### src/rtl/execute_stage.sv
// Execute stage of the RV32E(M) pipeline: operand select, single-cycle ALU,
// iterative radix-2 multiply/divide, and the EX/MEM result register.
module execute_stage #(
  parameter int unsigned MULDIV_EN     = 1,
  parameter int unsigned MULDIV_CYCLES = 32
) (
  input  logic        clk,
  input  logic        rst_n,
  input  logic [31:0] pc0_EX,
  input  logic [31:0] pc4_EX,
  input  logic [3:0]  rd_EX,
  input  logic [3:0]  alu_operation_EX,
  input  logic        muldiv_EX,
  input  logic        regfile_we_EX,
  input  logic        alu_a_sel_EX,
  input  logic        alu_b_sel_EX,
  input  logic [31:0] immediate_EX,
  input  logic [31:0] rs1_data_EX,
  input  logic [31:0] rs2_data_EX,
  output logic        stall_EX,
  output logic [31:0] result_MEM,
  output logic [3:0]  rd_MEM,
  output logic        regfile_we_MEM
);

  localparam int unsigned CNT_W = $clog2(MULDIV_CYCLES) + 1;
  localparam logic [CNT_W-1:0] CNT_LAST = CNT_W'(MULDIV_CYCLES - 1);

  localparam logic [3:0] ALU_ADD    = 4'd0;
  localparam logic [3:0] ALU_SUB    = 4'd1;
  localparam logic [3:0] ALU_SLL    = 4'd2;
  localparam logic [3:0] ALU_SLT    = 4'd3;
  localparam logic [3:0] ALU_SLTU   = 4'd4;
  localparam logic [3:0] ALU_XOR    = 4'd5;
  localparam logic [3:0] ALU_SRL    = 4'd6;
  localparam logic [3:0] ALU_SRA    = 4'd7;
  localparam logic [3:0] ALU_OR     = 4'd8;
  localparam logic [3:0] ALU_AND    = 4'd9;
  localparam logic [3:0] ALU_PASS_B = 4'd10;

  typedef enum logic [1:0] {IDLE, BUSY, DONE} state_t;

  function automatic logic [31:0] alu_calc(input logic [3:0] op,
                                           input logic [31:0] a,
                                           input logic [31:0] b);
    logic signed [31:0] sa;
    logic signed [31:0] sb;
    logic [4:0]         shamt;
    sa    = signed'(a);
    sb    = signed'(b);
    shamt = b[4:0];
    case (op)
      ALU_ADD:    alu_calc = a + b;
      ALU_SUB:    alu_calc = a - b;
      ALU_SLL:    alu_calc = a << shamt;
      ALU_SLT:    alu_calc = {31'b0, sa < sb};
      ALU_SLTU:   alu_calc = {31'b0, a < b};
      ALU_XOR:    alu_calc = a ^ b;
      ALU_SRL:    alu_calc = a >> shamt;
      ALU_SRA:    alu_calc = 32'(sa >>> shamt);
      ALU_OR:     alu_calc = a | b;
      ALU_AND:    alu_calc = a & b;
      ALU_PASS_B: alu_calc = b;
      default:    alu_calc = '0;
    endcase
  endfunction

  // The iteration works on magnitudes; signs and divide-by-zero are resolved here.
  function automatic logic [31:0] muldiv_fixup(input logic [2:0]  f,
                                               input logic [31:0] hi,
                                               input logic [31:0] lo,
                                               input logic        a_neg,
                                               input logic        b_neg,
                                               input logic        b_zero,
                                               input logic [31:0] a_orig);
    logic [63:0] prod;
    prod = {hi, lo};
    if (a_neg ^ b_neg) prod = -prod;
    if (!f[2])       muldiv_fixup = (f == 3'd0) ? prod[31:0] : prod[63:32];
    else if (b_zero) muldiv_fixup = f[1] ? a_orig : '1;
    else if (!f[1])  muldiv_fixup = (a_neg ^ b_neg) ? -lo : lo;
    else             muldiv_fixup = a_neg ? -hi : hi;
  endfunction

  state_t            state;
  state_t            state_next;
  logic [CNT_W-1:0]  cnt;
  logic [2:0]        md_f;
  logic [3:0]        md_rd;
  logic              md_we;
  logic [31:0]       acc_hi;
  logic [31:0]       acc_lo;
  logic [31:0]       mcand;
  logic [31:0]       a_orig;
  logic              a_neg;
  logic              b_neg;
  logic              b_zero;

  logic              start;
  logic [2:0]        f_in;
  logic              sgn_a_in;
  logic              sgn_b_in;
  logic              neg_a_in;
  logic              neg_b_in;
  logic [31:0]       abs_a_in;
  logic [31:0]       abs_b_in;
  logic [31:0]       op_a;
  logic [31:0]       op_b;
  logic [31:0]       alu_result;
  logic [32:0]       mul_sum;
  logic [32:0]       div_shift;
  logic [32:0]       div_diff;
  logic [31:0]       step_hi;
  logic [31:0]       step_lo;
  logic [31:0]       wb_result;
  logic [3:0]        wb_rd;
  logic              wb_we;
  logic              unused_pc4;

  assign unused_pc4 = ^pc4_EX;

  // EX: operand select and single-cycle ALU
  assign op_a       = alu_a_sel_EX ? pc0_EX : rs1_data_EX;
  assign op_b       = alu_b_sel_EX ? immediate_EX : rs2_data_EX;
  assign alu_result = alu_calc(alu_operation_EX, op_a, op_b);

  assign start = (MULDIV_EN != 0) && muldiv_EX && regfile_we_EX && (rd_EX != 4'd0);

  // MULH, MULHSU, DIV, REM treat rs1 as signed; MULH, DIV, REM treat rs2 as signed.
  assign f_in     = alu_operation_EX[2:0];
  assign sgn_a_in = (f_in == 3'd1) || (f_in == 3'd2) || (f_in == 3'd4) || (f_in == 3'd6);
  assign sgn_b_in = (f_in == 3'd1) || (f_in == 3'd4) || (f_in == 3'd6);
  assign neg_a_in = sgn_a_in && rs1_data_EX[31];
  assign neg_b_in = sgn_b_in && rs2_data_EX[31];
  assign abs_a_in = neg_a_in ? (32'd0 - rs1_data_EX) : rs1_data_EX;
  assign abs_b_in = neg_b_in ? (32'd0 - rs2_data_EX) : rs2_data_EX;

  // Muldiv iteration: shift-add multiply or restoring divide, one bit per cycle
  assign mul_sum   = {1'b0, acc_hi} + (acc_lo[0] ? {1'b0, mcand} : 33'd0);
  assign div_shift = {acc_hi, acc_lo[31]};
  assign div_diff  = div_shift - {1'b0, mcand};

  always_comb begin
    step_hi = acc_hi;
    step_lo = acc_lo;
    if (!md_f[2]) begin
      step_hi = mul_sum[32:1];
      step_lo = {mul_sum[0], acc_lo[31:1]};
    end else if (!div_diff[32]) begin
      step_hi = div_diff[31:0];
      step_lo = {acc_lo[30:0], 1'b1};
    end else begin
      step_hi = div_shift[31:0];
      step_lo = {acc_lo[30:0], 1'b0};
    end
  end

  always_ff @(posedge clk) begin
    if (state == IDLE && start) begin
      a_orig <= rs1_data_EX;
      a_neg  <= neg_a_in;
      b_neg  <= neg_b_in;
      b_zero <= (rs2_data_EX == 32'd0);
      acc_hi <= '0;
      if (f_in[2]) begin
        acc_lo <= abs_a_in;
        mcand  <= abs_b_in;
      end else begin
        acc_lo <= abs_b_in;
        mcand  <= abs_a_in;
      end
    end else if (state == BUSY) begin
      acc_hi <= step_hi;
      acc_lo <= step_lo;
    end
  end

  always_comb begin
    state_next = state;
    case (state)
      IDLE:    if (start) state_next = BUSY;
      BUSY:    if (cnt == CNT_LAST) state_next = DONE;
      DONE:    state_next = IDLE;
      default: state_next = IDLE;
    endcase
  end

  assign stall_EX = rst_n && ((state == BUSY) || (state == IDLE && start));

  always_comb begin
    wb_result = '0;
    wb_rd     = '0;
    wb_we     = 1'b0;
    case (state)
      IDLE: begin
        if (!start) begin
          wb_result = muldiv_EX ? 32'd0 : alu_result;
          wb_rd     = rd_EX;
          wb_we     = regfile_we_EX;
        end
      end
      DONE: begin
        wb_result = muldiv_fixup(md_f, acc_hi, acc_lo, a_neg, b_neg, b_zero, a_orig);
        wb_rd     = md_rd;
        wb_we     = md_we;
      end
      default: ;
    endcase
  end

  // EX/MEM register and muldiv control state
  always_ff @(posedge clk or negedge rst_n) begin
    if (!rst_n) begin
      state          <= IDLE;
      cnt            <= '0;
      md_f           <= '0;
      md_rd          <= '0;
      md_we          <= 1'b0;
      result_MEM     <= '0;
      rd_MEM         <= '0;
      regfile_we_MEM <= 1'b0;
    end else begin
      state          <= state_next;
      result_MEM     <= wb_result;
      rd_MEM         <= wb_rd;
      regfile_we_MEM <= wb_we;
      if (state == IDLE && start) begin
        cnt   <= '0;
        md_f  <= f_in;
        md_rd <= rd_EX;
        md_we <= regfile_we_EX;
      end else if (state == BUSY) begin
        cnt <= cnt + CNT_W'(1);
      end
    end
  end

endmodule

### config.mk
export PLATFORM = sky130hd
export DESIGN_NAME = execute_stage
export DESIGN_NICKNAME = d
export VERILOG_FILES = /design/src/rtl/execute_stage.sv
export SDC_FILE = /design/constraint.sdc
export NUM_CORES = 1
export LEC_CHECK = 0
export CAP_MARGIN = 30
export CORE_ASPECT_RATIO = 0.8
export CORE_UTILIZATION = 50
export DETAILED_ROUTE_END_ITERATION = 6
export PLACE_DENSITY = 0.7
export SLEW_MARGIN = 20
export SYNTH_ARGS = -nofsm -noshare
export SYNTH_HDL_FRONTEND = slang
export SYNTH_SLANG_ARGS = --single-unit
### constraint.sdc
create_clock -name clk -period 9.25 [get_ports clk]
set_clock_uncertainty 0.2 [all_clocks]
set_input_delay 1.85 -clock clk [delete_from_list [all_inputs] [get_ports clk]]
set_output_delay 1.85 -clock clk [all_outputs]
set_load 0.005 [all_outputs]
# --- After elaboration in Yosys (flattened, before gate mapping) ---
# Index checks and enable logic that the tools add are counted.
op_classes:
  n_addsub: 10
  multipliers: 0
  div_mod_pow: 0
  order_cmp: 2
  n_eq_ne: 19
  n_shift: 3
  muxes: 34
  n_bitwise: 4
  n_reduce_logical: 19
ops:
  columns: ["cell", "count"]
  rows:
  - ["32-bit 2-to-1 mux", 21]
  - ["32-bit case mux with 11 select lines", 1]
  - ["32-bit less-than comparator", 2]
  - ["64-bit 2-to-1 mux", 1]
  - ["32-bit negation", 2]
  - ["64-bit negation", 1]
  - ["32-bit case mux with 2 select lines", 1]
  - ["1-bit by 32-bit subtractor with 32-bit output (first input constant)", 2]
  - ["32-bit by 32-bit adder with 33-bit output", 1]
  - ["33-bit by 32-bit subtractor with 33-bit output", 1]
  - ["32-bit adder", 1]
  - ["32-bit bitwise AND", 1]
  - ["32-bit zero test", 1]
  - ["32-bit OR", 1]
  - ["32-bit by 5-bit << shifter with 32-bit output", 1]
  - ["32-bit by 5-bit >> shifter with 32-bit output", 1]
  - ["32-bit by 5-bit >>> shifter with 32-bit output", 1]
  - ["32-bit subtractor", 1]
  - ["32-bit bitwise XOR", 1]
  - ["4-bit by 3-bit == test with 1-bit output (second input constant)", 4]
  - ["4-bit == test (second input constant)", 3]
  - ["6-bit 2-to-1 mux", 2]
  - ["4-bit by 2-bit == test with 1-bit output (second input constant)", 2]
  - ["4-bit case mux with 2 select lines", 1]
  - ["other kinds (23)", 37]
totals:
  register_bits: 184
  latch_bits: 0
  ram_bits: 0
  mem_bits_ro: 0
  elab_cells: 106
  mem_count: 0

# --- Depth between registers and ports, before layout ---
# Gate-level depths: netlist (run 1).
logic_depth:
  ltp_word: 8
  depth_mapped: 18
  ltp_nobuf: 14

# --- Worst setup path before layout (run 1) ---
# No wires, ideal clock.
synth_path:
  kind: "input -> register"
  startpoint: "input port alu_b_sel_EX"
  endpoint: "register result_MEM[16]"
  arrival_time_ns: 6.127
  required_time_ns: 8.924
  slack_ns: 2.797
  stages: 17
  path_buffers: 6
  path_cell_list: "buf_2 > buf_1 > mux2i_1 > clkbuf_1 > clkbuf_1 > clkbuf_1 > ha_1 > clkbuf_1 > o211a_1 > o31ai_1 > a31oi_1 > a21bo_2 > or2_2 > a221o_1 > a222oi_1 > nand4_1 > a221o_1"
synth_via:
  elab_chain_len: 6
synth_lines:
  columns: ["item", "line_no", "source"]
  rows:
  - ["from (decl)", "16", "input logic alu_b_sel_EX,"]
  - ["32-bit 2-to-1 mux *", "124", "assign op_b = alu_b_sel_EX ? immediate_EX : rs2_data_EX;"]
  - ["32-bit subtractor (tied with other cells)", "54", "ALU_SUB: alu_calc = a - b;"]
  - ["32-bit case mux with 11 select lines *", "52", "case (op)"]
  - ["32-bit 2-to-1 mux *", "197", "wb_result = muldiv_EX ? 32'd0 : alu_result;"]
  - ["32-bit 2-to-1 mux *", "196", "if (!start) begin"]
  - ["32-bit case mux with 2 select lines *", "194", "case (state)"]
  - ["net wb_result[16]", "115", "logic [31:0] wb_result;"]
  - ["to (signal assigned)", "224", "result_MEM <= wb_result;"]
  - ["to (decl)", "21", "output logic [31:0] result_MEM,"]
# The timed path passes the listed nets; every way through them passes the cells marked *.
# A chain may end at the register's enable or synchronous reset.

# --- Worst setup path after layout (run 1) ---
layout_path:
  startpoint: "input port alu_a_sel_EX"
  endpoint: "register result_MEM[0]"
layout_via:
  elab_chain_len: 6
layout_lines:
  columns: ["item", "line_no", "source"]
  rows:
  - ["from (decl)", "15", "input logic alu_a_sel_EX,"]
  - ["32-bit 2-to-1 mux *", "123", "assign op_a = alu_a_sel_EX ? pc0_EX : rs1_data_EX;"]
  - ["32-bit subtractor (tied with other cells)", "54", null]
  - ["32-bit case mux with 11 select lines *", "52", null]
  - ["32-bit 2-to-1 mux *", "197", null]
  - ["32-bit 2-to-1 mux *", "196", null]
  - ["32-bit case mux with 2 select lines *", "194", null]
  - ["net wb_result[0]", "115", null]
# Marks and branches as above.

==> results of run 1 <==
through the flow:
step                      utilization [%]  setup slack [ns]  instances  power [W]  instance area (um^2)
after floorplan                         -              2.80       3321    0.00423                 25400
after global placement               55.4              2.15       4007    0.00519                 27700
after detailed placement             55.5              2.05       4008    0.00533                 27700
after CTS                            56.6              2.55       4040    0.00611                 28200
after global routing                 56.7              2.28       4048    0.00665                 28300
final                                56.7              2.23       4049    0.00627                 28300
layout make-up:
type                            instances  area [um^2]  area share (%)
Antenna cell                            4         10.0          0.0354
Clock buffer                           20          468            1.65
Clock inverter                         12          110           0.389
Inverter                              165          622            2.20
Multi-Input combinational cell       2743        19000            67.2
Sequential cell                       184         4940            17.5
Tap cell                              675          845            2.98
Timing Repair Buffer                  246         2290            8.10
registers in the layout, indices dropped and copies added, names as in the netlist, 2 cells and up:
| register | cells |
|---|---|
| a_orig | 32 |
| result_MEM | 32 |
| mcand | 32 |
| md_f | 3 |
| acc_hi | 32 |
| cnt | 6 |
| state | 2 |
| rd_MEM | 4 |
| acc_lo | 32 |
| md_rd | 4 |
worst max path at each step:
stage | from | to | slack, ns | cells past startpoint
after detailed placement | alu_a_sel_EX | result_MEM[24] | 2.05 | 14
final | alu_a_sel_EX | result_MEM[0] | 2.23 | 12
after CTS | alu_a_sel_EX | result_MEM[17] | 2.55 | 14
after floorplan | alu_b_sel_EX | result_MEM[16] | 2.80 | 17
after global routing | alu_a_sel_EX | result_MEM[17] | 2.28 | 14
after global placement | alu_a_sel_EX | result_MEM[17] | 2.15 | 14
power groups by stage:
stage | Clock (W) | Combinational, W | Sequential [W]
after floorplan | 0 | 0.00294 | 0.00129
after global placement | 0 | 0.00369 | 0.00150
after detailed placement | 0 | 0.00381 | 0.00152
after CTS | 0.000777 | 0.00384 | 0.00150
after global routing | 0.000802 | 0.00430 | 0.00155
final | 0.000774 | 0.00398 | 0.00152
layer usage:
metal / up-vias / share of wire [%] / global-route usage (%)
met4: 14 / 4.4 / 16.7
met2: 2277 / 39 / 59.3
met5: - / 0.18 / 1.90
met1: 13510 / 41 / 63.5
met3: 334 / 16 / 14.2
li1: 12423 / - / -
cell usage after synthesis (18+ instances only):
cell,instances
a211oi_1,54
a21o_1,43
a21oi_1,281
a221oi_1,47
a22oi_1,18
a31oi_1,34
and3_1,23
buf_1,24
clkbuf_1,180
dfrtp_1,53
dfxtp_1,32
edfxtp_1,99
ha_1,171
inv_1,160
mux2_2,30
mux2i_1,275
nand2_1,280
nand2b_1,29
nand3_1,59
nand4_1,28
nor2_1,329
nor2b_1,20
nor3_1,62
nor4_1,36
o211ai_1,44
o21a_1,20
o21ai_0,230
o21bai_1,26
o221ai_1,22
o22ai_1,47
o31ai_1,29
or3_1,25
or4_1,20
xnor2_1,126
xor2_1,86
cells by family (layout without fill, tap and decap cells):
group / after synthesis / in the layout / share of synthesized area, %
AOI/OAI and AO/OA: 1073 / 1073 / 27.8
xor gates and xnor gates: 212 / 212 / 7.31
adders and majority gates: 175 / 175 / 8.74
buffers and inverters: 394 / 443 / 6.10
DFF: 184 / 184 / 19.5
muxes: 314 / 314 / 12.9
other: 0 / 4 / 0
and+or+nand+nor: 969 / 969 / 17.8
worst max-delay path: stages:
cell and delay, ns:
buf_2 0.60, mux2i_1 0.74, ha_1 0.49, nor3_1 1.00, o21ai_0 0.24, a31oi_1 0.52
nor3_1 0.10, a21oi_1 0.59, nand2_1 0.15, a31oi_1 0.29, a311o_1 0.41, o211ai_1 0.14
==> results.md, run 1 <==
- DP HPWL: 90500 um
- WL/cell: 28.7 um
- Layout cells sized above 1: 5.76%
- Vias per cell: 7.05
- Part of the power in the clock network: 12.3%
- Switch Pwr: 0.00321 W
- Core Area: 49900 um^2
- Final #Nets: 3706
- Worst reg-to-reg path cell count: 11
- RSZ-0062 raised after global routing: false
- Worst-Skew Late Latency: 0.48 ns
- CTS buffer count: 17
- Most frequent cells in the layout: 327 x nor2_1, 281 x a21oi_1, 279 x nand2_1
- CTS tree: yes
- Worst setup path class: input pin to flop
- First-pass GRT wire length: 169000 um
- Top area cells in the synthesized netlist: edfxtp_1 12%, mux2i_1 11%, ha_1 8.4%
- Worst Path Required: 9.38 ns
- Min-Delay Path Depth: 2
- # rows: 73
- Post-synth EDFFs: 99
- Root buf cell: clkbuf_16
- FMAX: 142 MHz
- Largest net degree at the start of global routing: 65
- Pint: 0.00307 W
- DR vias: 28558
- Total die area: 51700 um^2
- Slew @ Worst Pin: 1.18 ns
- Hold Startpoint: md_rd[3]
- Die Wd: 254 um
- Crit path arrival time: 7.15 ns
- Yosys cell types: 93
- Sw frac: 51.1%
- Fin. Hold Viols: 0
- Tot GR Track Use: 43.9%
- Sequential area share after synthesis: 19.5%
- Slew HR: 20.9%
- Maxcap violations: 0
- CTS H-tree lvls: 4
- Placer Congestion: 1.09
- # IOs: 212
- Hold endpoint: md_rd[3]
- PortBufs: 179
- # Post-CTS Setup Buffers: 0
- Sequential Power Share: 24.2%
- Commonest non-fill, non-tap cell in the layout: nor2_1
- Synthesized area per cell: 7.65 um^2
- Synthesized flop and latch total: 184
- Resized cells post-CTS: 0
- Initial antenna violation count: 11
- Reg-to-Reg End: result_MEM[14]
- CP Capture Type: flop
- DRT iter0 DRCs: 4726
- Area growth from synthesis to layout: 11.4%
- Post-synth ARST share: 28.8%
- Syn Inst Count: 3321
- CTS sink cnt: 184
- Post-synth net total: 3670
- Power per Cell Area: 222 nW/um^2
- Final Slew Violations: 0
- Vias in the first global route: 26192
- Reg2reg start: acc_lo[0]
- Initial Utilization: 50.9%
- Post-synth top area share: 11.7%
- Yosys top cell by area: edfxtp_1
- Leak: 11.7 nW
- Die Span Y: 204 um
- Max VDD drop: 0.184 mV
- GRT Residual Overflow: 0
- Fin crit share: 75.9%
- Fillcell total: 4770
- Worst-path clk slew: 0.08 ns
- DRC Markers: 0
- Final min period: 7.02 ns
- Antenna viol nets, final: 0
- DRT Pass-1 Iters: 6
- Warnings from Yosys: 0
- Crit start category: input pin
- Synth Flop Type: edfxtp_1
- Setup TNS: 0 ns
- Hold WS: 0.285 ns
- Final setup fails: 0
- Critical Path Fanout Max: 21
- Clk buf depth: 2
- Final WL: 116000 um
- Min-Delay Path Class: flop to flop
- Hold Buf Count CTS: 0
- Status: finished clean
- Mapped cell area: 25400 um^2
- Reg2Reg Setup Slack: 4.22 ns
- Logic gate share of total power: 63.5%
No activity file was read; power rests on OpenSTA's default activity.
==> run 2: changes to the inputs <==
--- a/config.mk
+++ b/config.mk
@@ -9,7 +9,7 @@
 export CORE_ASPECT_RATIO = 0.8
 export CORE_UTILIZATION = 50
 export DETAILED_ROUTE_END_ITERATION = 6
-export PLACE_DENSITY = 0.7
+export PLACE_DENSITY = 0.73
 export SLEW_MARGIN = 20
 export SYNTH_ARGS = -nofsm -noshare
 export SYNTH_HDL_FRONTEND = slang
==> constraint.sdc (replaced) <==
create_clock -name clk -period 6.1 [get_ports clk]
set_clock_uncertainty 0.2 [all_clocks]
set_input_delay 1.22 -clock clk [delete_from_list [all_inputs] [get_ports clk]]
set_output_delay 1.22 -clock clk [all_outputs]
set_load 0.005 [all_outputs]
==> run 2 against run 1 <==
Wire length up 3.0%. Final cell count up 2.5%. Highest routed layer unchanged. Largest cell class unchanged. Combinational power up 56%.
==> results.md, run 2 (synthesis results as in run 1) <==
- CP bufs+invs: 2 (+1)
- First-pass GRT wire length: 175000 um (+3.1%)
- Vias per cell: 7.01 (-0.67%)
- DRT Pass-1 Iters: 7 (+1)
- Biggest cell delay along the critical path: 0.55 ns (-0.45 ns)
- CP Capture Type: flop
- Multi-input logic area: 19000 um^2 (about the same)
- Placer Congestion: 1.04 (-4.4%)
- Vias in the first global route: 26993 (+3.1%)
- Fin crit share: 92.1%
- Reg2Reg Setup Slack: 1.74 ns (-2.48 ns)
- Worst-Skew Late Latency: 0.48 ns (about the same)
- Fin. Hold Viols: 0 (unchanged)
- Tot GR Track Use: 45.3% (+1.3 points)
- Hold WS: 0.274 ns (-0.0114 ns)
- CTS buffer count: 17 (unchanged)
- Setup slack after layout: 0.484 ns (-1.75 ns)
- # rows: 73 (unchanged)
- DRC Markers: 0 (unchanged)
- Core Area: 49900 um^2 (unchanged)
- FF/Latch Area: 4940 um^2 (unchanged)
- Min-Delay Path Class: flop to flop
- Dpl ws: 0.274 ns (-1.77 ns)
- Largest net degree at the start of global routing: 65 (unchanged)
- GRT Residual Overflow: 0 (unchanged)
- Layout cells sized above 1: 8.58% (+2.8 points)
- Final WL: 120000 um (+3.0%)
- Slew HR: 32.0% (+11 points)
- CTS sink cnt: 184 (unchanged)
- Worst-path clk slew: 0.08 ns (about the same)
- Leak: 12.2 nW (+4.3%)
- Maxcap violations: 0 (unchanged)
- Slew @ Worst Pin: 1.01 ns (-0.167 ns)
- CTS H-tree lvls: 4 (unchanged)
- Initial antenna violation count: 6 (-5)
- Crit path arrival time: 5.72 ns (-1.43 ns)
- Final setup fails: 0 (unchanged)
- Fillcell total: 4556 (-4.5%)
- Die Wd: 254 um (unchanged)
- Setup TNS: 0 ns (unchanged)
- Placed cells: 4115 (+2.7%)
- Power per Cell Area: 334 nW/um^2 (+51%)
- Worst Path Required: 6.20 ns (-3.18 ns)
- Final min period: 5.62 ns
- Slowest cell on crit path: clkdlybuf4s50_1
- Final Slew Violations: 0 (unchanged)
- Area growth from synthesis to layout: 14.5%
- DP HPWL: 94500 um (+4.4%)
- Final #Nets: 3809 (+2.8%)
- Hold Buf Count CTS: 0 (unchanged)
- Worst setup path class: input pin to flop
- Initial Utilization: 50.9% (unchanged)
- Max VDD drop: 0.400 mV (+120%)
- Resized cells post-CTS: 0 (unchanged)
- Antenna viol nets, final: 0 (unchanged)
- Root buf cell: clkbuf_16
- Worst path cell trace: clkdlybuf4s50_1 -> mux2i_1 -> inv_1 -> ha_1 -> a2111oi_0 -> o21ai_0 -> a41o_1 -> or3_1 -> a311o_1 -> a21boi_0 -> o21ai_0 -> o22ai_1 -> o2111ai_1
- Crit start category: input pin
- WL/cell: 28.8 um (+0.49%)
- Status: finished clean
- Commonest non-fill, non-tap cell in the layout: nor2_1
- RSZ-0062 raised after global routing: false
- Clk buf depth: 2 (unchanged)
- Critical Path Fanout Max: 6 (-71%)
- Total power: 0.00970 W (+55%)
- Die Span Y: 204 um (unchanged)
- Total die area: 51700 um^2 (unchanged)
- # Post-CTS Setup Buffers: 0 (unchanged)
- FMAX: 178 MHz
- # IOs: 212 (unchanged)
- Final std cells w/o fill: 4150 (+2.5%)
- Crit-path most repeated cell: o21ai_0
- DRT iter0 DRCs: 4650 (-1.6%)
- PortBufs: 179 (unchanged)
- Most frequent cells in the layout: 327 x nor2_1, 281 x a21oi_1, 279 x nand2_1
- DR vias: 29075 (+1.8%)
- Crit path max-delay family: compound AO/OA/AOI/OAI gates
- CTS tree: yes
run 2: cell types whose count changed in the layout (fill, tap and decap cells not counted), sizes merged:
cell and change:
buf +105, clkbuf -4, inv +3, diode -2
clkinvlp -1
run 2: power breakdown:
group	leakage [nW]	internal (W)	switching [W]	total, W
Combinational	9.97	0.00244	0.00376	0.00620
Clock	0.289	0.000586	0.000626	0.00121
Sequential	1.92	0.00168	0.000606	0.00229
Total	12.2	0.00471	0.00499	0.00970
run 2: worst paths after layout:
path / startpoint / end / cells after the start
min reg2reg: md_we / md_we / 1
max in group asynchronous: rst_n / md_f[2] / 2
min in group asynchronous: rst_n / state[1] / 2
min: md_we / md_we / 1
max reg2reg: acc_lo[0] / acc_hi[31] / 13
max: rs1_data_EX[6] / result_MEM[25] / 13
run 2: final cells by class:
type,count,share of cell area (%)
antenna,2,0.0172
clock buffer,18,1.48
clock inverter,14,0.525
inverter,165,2.14
multi-input combinational,2743,65.4
sequential,184,17.0
tap,675,2.90
timing repair buffer,349,10.6
run 2: worst reg2reg max path: cells and delay by family (launching register included):
kind | cells | cell delay (ns)
simple gates | 2 | 0.20
compound gates | 8 | 2.54
buf+inv | 2 | 0.45
fa+ha+maj | 1 | 0.36
flops | 1 | 0.50
run 2: routing by layer:
| layer | up-vias | routed length (um) | GRT usage (%) |
|---|---|---|---|
| li1 | 12625 | - | - |
| met1 | 13851 | 49900 | 64.7 |
| met2 | 2288 | 46400 | 62.1 |
| met3 | 307 | 18100 | 14.6 |
| met4 | 4 | 5240 | 17.6 |
| met5 | - | 23 | 0 |
run 2: per-stage QoR:
| stage | area (um^2) | util (%) |
|---|---|---|
| floorplan | 25400 | - |
| global placement | 28500 | 57.1 |
| detailed placement | 28500 | 57.1 |
| CTS | 29100 | 58.3 |
| global route | 29100 | 58.3 |
| finish | 29100 | 58.3 |
